==> src/rtl/rbe_bitplane_accum.sv <==
// rbe_bitplane_accum: accumulates n_acc+1 bit-plane-weighted beats into one wide result,
// optionally subtracting the last (MSB) plane for two's-complement operands.
module rbe_bitplane_accum #(
  parameter int IN_WIDTH  = 16,
  parameter int ACC_WIDTH = 24,
  parameter int CNT_WIDTH = 4
) (
  input  logic                   clk_i,
  input  logic                   rst_i,
  input  logic                   data_i_valid,
  output logic                   data_i_ready,
  input  logic [IN_WIDTH-1:0]    data_i_data,
  input  logic [IN_WIDTH/8-1:0]  data_i_strb,
  output logic                   data_o_valid,
  input  logic                   data_o_ready,
  output logic [ACC_WIDTH-1:0]   data_o_data,
  output logic [ACC_WIDTH/8-1:0] data_o_strb,
  input  logic [CNT_WIDTH+1:0]   ctrl_i,
  output logic [CNT_WIDTH+1:0]   flags_o
);
  typedef enum logic {ACCUM = 1'b0, OUTPUT = 1'b1} state_t;
  state_t               r_state;
  logic [ACC_WIDTH-1:0] r_acc;
  logic [CNT_WIDTH-1:0] r_cnt;
  logic [CNT_WIDTH-1:0] r_n_lat;
  logic                 r_sgn_lat;
  logic                 w_clear;
  logic [CNT_WIDTH-1:0] w_n_acc;
  logic                 w_sgn_msb;
  logic                 w_in_hs;
  logic                 w_out_hs;
  logic                 w_first;
  logic [CNT_WIDTH-1:0] w_n;
  logic                 w_s;
  logic                 w_last;
  logic [ACC_WIDTH-1:0] w_ext;
  logic [ACC_WIDTH-1:0] w_base;
  logic [ACC_WIDTH-1:0] w_sum;
  logic                 w_unused;
  // ctrl_i = {clear, n_acc, signed_msb}; flags_o = {state, cnt, busy}
  assign w_clear   = ctrl_i[CNT_WIDTH+1];
  assign w_n_acc   = ctrl_i[CNT_WIDTH:1];
  assign w_sgn_msb = ctrl_i[0];
  assign w_unused  = ^data_i_strb;
  assign data_o_valid = r_state == OUTPUT;
  assign data_o_data  = r_acc;
  assign data_o_strb  = '1;
  assign data_i_ready = w_clear | (r_state == ACCUM) | data_o_ready;
  assign flags_o      = {r_state == OUTPUT, r_cnt, (r_cnt != '0) | (r_state == OUTPUT)};
  assign w_in_hs  = data_i_valid & data_i_ready & ~w_clear;
  assign w_out_hs = (r_state == OUTPUT) & data_o_ready;
  // cnt is always zero in OUTPUT, so an input beat there starts a new group
  assign w_first = r_cnt == '0;
  assign w_n     = w_first ? w_n_acc : r_n_lat;
  assign w_s     = w_first ? w_sgn_msb : r_sgn_lat;
  assign w_last  = r_cnt == w_n;
  assign w_ext   = {{(ACC_WIDTH-IN_WIDTH){1'b0}}, data_i_data};
  assign w_base  = w_first ? '0 : r_acc;
  assign w_sum   = (w_last & w_s) ? w_base - w_ext : w_base + w_ext;
  always_ff @(posedge clk_i or posedge rst_i) begin
    if (rst_i) begin
      r_state   <= ACCUM;
      r_acc     <= '0;
      r_cnt     <= '0;
      r_n_lat   <= '0;
      r_sgn_lat <= 1'b0;
    end else if (w_clear) begin
      r_state <= ACCUM;
      r_acc   <= '0;
      r_cnt   <= '0;
    end else if (w_in_hs) begin
      if (w_first) begin
        r_n_lat   <= w_n_acc;
        r_sgn_lat <= w_sgn_msb;
      end
      r_acc   <= w_sum;
      r_cnt   <= w_last ? '0 : r_cnt + 1'b1;
      r_state <= w_last ? OUTPUT : ACCUM;
    end else if (w_out_hs) begin
      r_acc   <= '0;
      r_state <= ACCUM;
    end
  end
endmodule

==> config.mk <==
export PLATFORM = sky130hd
export DESIGN_NAME = rbe_bitplane_accum
export DESIGN_NICKNAME = d
export VERILOG_FILES = /design/src/rtl/rbe_bitplane_accum.sv
export SDC_FILE = /design/constraint.sdc
export NUM_CORES = 1
export LEC_CHECK = 0
export ABC_AREA = 1
export CAP_MARGIN = 20
export CORE_UTILIZATION = 30
export CTS_CLUSTER_DIAMETER = 30
export DETAILED_ROUTE_END_ITERATION = 10
export PLACE_DENSITY = 0.49
export SYNTH_ARGS = -nofsm -noshare
export SYNTH_HDL_FRONTEND = slang
export SYNTH_SLANG_ARGS = --single-unit
==> constraint.sdc <==
create_clock -name clk_i -period 3.8 [get_ports clk_i]
set_input_delay 0.95 -clock clk_i [delete_from_list [all_inputs] [get_ports clk_i]]
set_output_delay 0.95 -clock clk_i [all_outputs]
set_load 0.05 [all_outputs]
* After elaboration in Yosys (flattened, before gate mapping)
Index checks and enable logic that the tools add are counted.
** Word-level totals
- Output and inout bits :: 35
- Bits of input ports :: 28
- Bits in read-only memories :: 0
- Bits in writable memories :: 0
- Memories kept :: 0
- Latch bits :: 0
- Bits in registers :: 34
- Word-level logic and storage cells :: 37
** Operators by class
- Bitwise gates (word level) :: 9
- Shift operators :: 0
- $mul :: 0
- Mux-type cells :: 14
- Add/subtract/negate cells :: 3
- $lt $le $gt $ge :: 0
- Divide/modulo/power cells :: 0
- Eq/ne operators :: 1
- Reductions and logical operators :: 5
** Operators with widths (count)
- 24-bit two-way mux :: 5
- 24-bit by 16-bit adder with 24-bit output :: 1
- 24-bit by 16-bit subtractor with 24-bit output :: 1
- 4-bit two-way mux :: 4
- 1-bit two-way mux :: 5
- 4-bit by 1-bit adder with 4-bit output, second input constant :: 1
- 1-bit AND :: 4
- 4-bit == test :: 1
- 4-bit logical NOT :: 1
- 4-bit nonzero test :: 1
- 1-bit bitwise OR :: 3
- 3-bit nonzero test :: 1
- 1-bit NOT :: 2
- 2-bit AND reduction :: 1
- 2-bit nonzero test :: 1

* Logic depth before layout (Yosys ltp)
- Depth after elaboration :: 7
- Mapped depth :: 27

* Least setup slack after synthesis
Ideal clock, no wire load.
- Path kind :: register to register
- From :: register r_cnt[0]
- To :: register r_acc[16], in the netlist data_o_data[16]
- Cell stages (with the launch flop) :: 24
- Slack :: 0.213 ns
- Path buffers :: 2
- Period minus slack after synthesis :: 3.587 ns
- Required time :: 3.673 ns
- Arrival :: 3.460 ns
- Cell sequence :: dfrtp_1 -> inv_1 -> ha_1 -> buf_2 -> nand2_4 -> buf_6 -> nand2_1 -> nand3_1 -> nand2_1 -> nor2_2 -> nand3_2 -> inv_1 -> o21ai_0 -> fa_1 -> inv_1 -> nand2_1 -> o21ai_2 -> inv_1 -> nor2_1 -> nor2_1 -> o21ai_0 -> nand2_1 -> a21oi_1 -> o21ai_0
** Between the ends
- Cells in the longest elaborated chain, start to end :: 7
- Elaborated cells on any way between the ends :: 11
** Ends and longest elaborated chain
- start, declared :: line 24 : logic [CNT_WIDTH-1:0] r_cnt;
- start signal, assigned :: line 77 : r_cnt <= w_last ? '0 : r_cnt + 1'b1;
- branches (longest 4 deep; another with 24-bit by 16-bit adder with 24-bit output)
- 24-bit two-way mux * :: line 59 : assign w_sum = (w_last & w_s) ? w_base - w_ext : w_base + w_ext;
- 24-bit two-way mux * :: line 71 : end else if (w_in_hs) begin
- 24-bit two-way mux * :: line 67 : end else if (w_clear) begin
- end signal, assigned :: line 76 : r_acc <= w_sum;
- end, declared :: line 23 : logic [ACC_WIDTH-1:0] r_acc;
Mark *: on every way between the ends.
A chain may end at the register's enable or synchronous reset.

* Final worst setup path
- From :: input port ctrl_i[4]
- To :: register r_acc[12], in the netlist data_o_data[12]
** Between the ends
- Cells in the longest elaborated chain, start to end :: 6
** Ends and longest elaborated chain
- start, declared :: line 18 : input logic [CNT_WIDTH+1:0] ctrl_i,
- 4-bit two-way mux
- 4-bit == test :: line 56 : assign w_last = r_cnt == w_n;
- 1-bit AND :: line 59
- 24-bit two-way mux :: line 59
- 24-bit two-way mux :: line 71
- 24-bit two-way mux :: line 67
Every way passes these cells.

==> run_results.csv <==
group,metric,value,unit
status,status,"complete, no violations",
routing,ant_nets,0,
clocking,cts_made_buffers,5,
timing,setup_viol,0,
floorplan,core,0.0115,mm2
synthesis,synthCells,554,
clocking,clk_pin_slew,0.06,ns
synthesis,ys.flop_type,"dfrtp_1",
synthesis,syn-cell-area,0.00354,mm2
synthesis,yosys_register_bits,34,
synthesis,synth_top_family_by_area,"simple AND/OR/NAND/NOR gates",
timing,timing.final.crit_share,96.8,%
flow_run,cap_violations,0,
floorplan,dieArea,0.0122,mm2
synthesis,synth-edff-count,0,
global_routing,antenna_found_initial,0,
timing,hold_viol_final,0,
floorplan,rows,39,
worst_setup_path,required,3.97,ns
global_routing,grt_max_degree,35,
floorplan,start_util,30.9,%
placed_design,io_buffers,57,
synthesis,synthAdderAreaFrac,9.76,%
timing,finClkSkew,0.00662,ns
synthesis,synthArstFlopShare,100,%
clocking,cts_root_buffer,"clkbuf_16",
synthesis,yosys_warnings,0,
global_routing,grt_usage,19.3,%
worst_setup_path,startpoint_type,"primary input",
timing,slew_headroom,63.9,%
clocking,cts_tree,"yes",
global_routing,met3_usage,2.47,%
global_routing,grt-ovfl-total,0,
pwr,vdd_ir_drop_max,0.000242,V
timing,hold_ws,0.487,ns
worst_setup_path,worst_setup_path_end_kind,"register",
global_routing,grtUsageMet1,26.5,%
timing,min_period,3.68,ns
finish,postLayoutCellArea,0.00550,mm2
global_routing,grt_pass1_vias,3959,
synthesis,yosysSeqAreaShare,24.0,%
synthesis,synth_xor_area_share,4.21,%
finish,layout.nets,766,
global_routing,grt_pass1_wl,19000,um
synthesis,ys_types,38,
finish,syn_to_final_growth,55.3,%
finish,insertedDiodeCount,0,
finish,final_cells,855,
finish,layout_common_cells,"nand2_1 (104), buf_4 (104), inv_1 (86), clkdlybuf4s50_1 (52), nor2_1 (51)",
pwr,power_density,344,mW/mm2
worst_setup_path,crit_type,"primary input to register",
global_routing,busiest_layer,"met2",
clocking,cts_max_path_buffers,2,
clocking,clk_latency,0.30,ns
routing,via_per_inst,4.77,
synthesis,synth_area_per_cell,6.39,um2
pwr,leakagePower,2.85,nW
routing,drc,0,
routing,drt_pass1_iterations,4,
global_routing,met2_usage,31.9,%
floorplan,die_w,111,um
placed_design,finalWeightedCongestion,0.849,
placed_design,dp_hpwl,9020,um
placed_design,dpl_cell_area,0.00493,mm2
worst_setup_path,critical_path_peak_fanout,6,
timing,max_freq,0.272,GHz
finish,drive_gt1_share,28.8,%
clocking,cts_max_level,2,
routing,wl_per_cell,13.8,um
floorplan,die-height,111,um
routing,num_vias,4076,
timing,tightest_slew,0.540,ns
worst_setup_path,arrival,3.85,ns
worst_hold_path,hold_depth,2,
floorplan,num_io_pins,63,
timing,maxSlewViolCount,0,
synthesis,synth_compound_area_share,18.7,%
routing,drtIter0Drc,155,
clocking,cts_sinks,34,
worst_hold_path,hold_path.class,"register to register",
timing,rsz0062_at_grt,"true",
routing,totalWireLength,11800,um
synthesis,synthMuxAreaShare,0,%
synthesis,yosys.area_share.simple,30.9,%
placed_design,numPlacedInstances,837,
worst_setup_path,reg2regPathDepth,23,
metal layers:
| layer | vias up | wire length (um) |
|---|---|---|
| met4 | 0 | 114 |
| li1 | 2108 | - |
| met1 | 1900 | 5650 |
| met5 | - | 0 |
| met3 | 8 | 378 |
| met2 | 60 | 5660 |
cell families (layout without fill, tap and decap cells):
logic type                 count (synthesis)  after routing
xor gates and xnor gates                  17             17
and+or+nand+nor                          253            253
other                                      1              3
DFF                                       34             34
adders and majority gates                 27             27
buffers and inverters                    108            264
AOI/OAI and AO/OA                        114            114
area by class of cell:
type | count | area (um2)
clock buffer | 5 | 125
sequential | 34 | 851
multi-input combinational | 414 | 2520
inverter | 93 | 349
clock inverter | 3 | 68.8
timing repair buffer | 163 | 1410
fill | 1159 | 5970
tap | 143 | 179
registers in the layout, summed over array words and instances (netlist names):
register / cells
r_sgn_lat: 1
data_o_valid: 1
r_n_lat: 4
r_cnt: 4
data_o_data: 24
timing repair:
item	CTS	global route
cloned	0	1
buffers inserted	0	9
hold buffers	0	0
pin swaps	0	34
resized for setup	9	90
endpoints found under the setup margin	11	18
metrics by stage:
| stage | utilization [%] | TNS [ns] | power (W) | setup slack [ns] |
|---|---|---|---|---|
| 2_1_floorplan | - | 0 | 0.000907 | 0.213 |
| 3_3_place_gp | 43.0 | -4.73 | 0.00124 | -0.401 |
| 3_5_place_dp | 43.0 | -5.48 | 0.00125 | -0.471 |
| 4_1_cts | 44.8 | 0 | 0.00183 | 0.0123 |
| 5_1_grt | 47.9 | -0.0902 | 0.00200 | -0.0358 |
| 6_report | 47.9 | 0 | 0.00189 | 0.123 |
worst paths after layout:
kind	end	startpoint	slack [ns]
max	data_o_data[12]	ctrl_i[4]	0.12
min	r_sgn_lat	r_sgn_lat	0.49
max reg2reg	data_o_data[12]	r_cnt[0]	0.33
min reg2reg	r_sgn_lat	r_sgn_lat	0.49
max in group asynchronous	data_o_data[21]	rst_i	2.37
min in group asynchronous	data_o_data[17]	rst_i	1.08
critical path, stage by stage:
cell and delay, ns:
clkdlybuf4s50_1 0.39, nand3b_1 0.17, nand3_1 0.11, nand2_2 0.07
nor2_4 0.15, nand3_4 0.15, clkbuf_16 0.20, nand2_1 0.07
xor2_1 0.07, ha_1 0.36, nand2_2 0.08, o21ai_2 0.16
inv_1 0.09, nor2_2 0.16, nor2_2 0.07, o21ai_2 0.21
buf_4 0.15, a21oi_1 0.06, o21ai_0 0.08, o21ai_0 0.10
power breakdown:
| group | internal [W] | switching, W | leakage [nW] | total [W] |
|---|---|---|---|---|
| Sequential | 0.000403 | 0.0000245 | 0.453 | 0.000427 |
| Clock | 0.000378 | 0.000188 | 0.0940 | 0.000566 |
| Combinational | 0.000369 | 0.000531 | 2.30 | 0.000900 |
| Total | 0.00115 | 0.000744 | 2.85 | 0.00189 |
cells in the mapped netlist, drive strengths merged, types with 2 or more instances:
library cell / count / share of area, %
a21boi: 2 / 0.42
nand4: 2 / 0.35
nor4: 3 / 0.53
buf: 8 / 1.8
nand2: 119 / 13
o31ai: 3 / 1.1
xor2: 16 / 4.0
o21bai: 3 / 0.64
inv: 93 / 9.9
a21oi: 35 / 4.9
or2: 6 / 1.1
o22ai: 10 / 1.8
clkbuf: 7 / 0.74
o21ai: 55 / 8.3
nor3: 7 / 0.99
nand3: 48 / 7.1
a21o: 3 / 0.64
nor2: 66 / 7.3
dfrtp: 34 / 24
ha: 26 / 9.2
(Power assumes the default switching activity.)
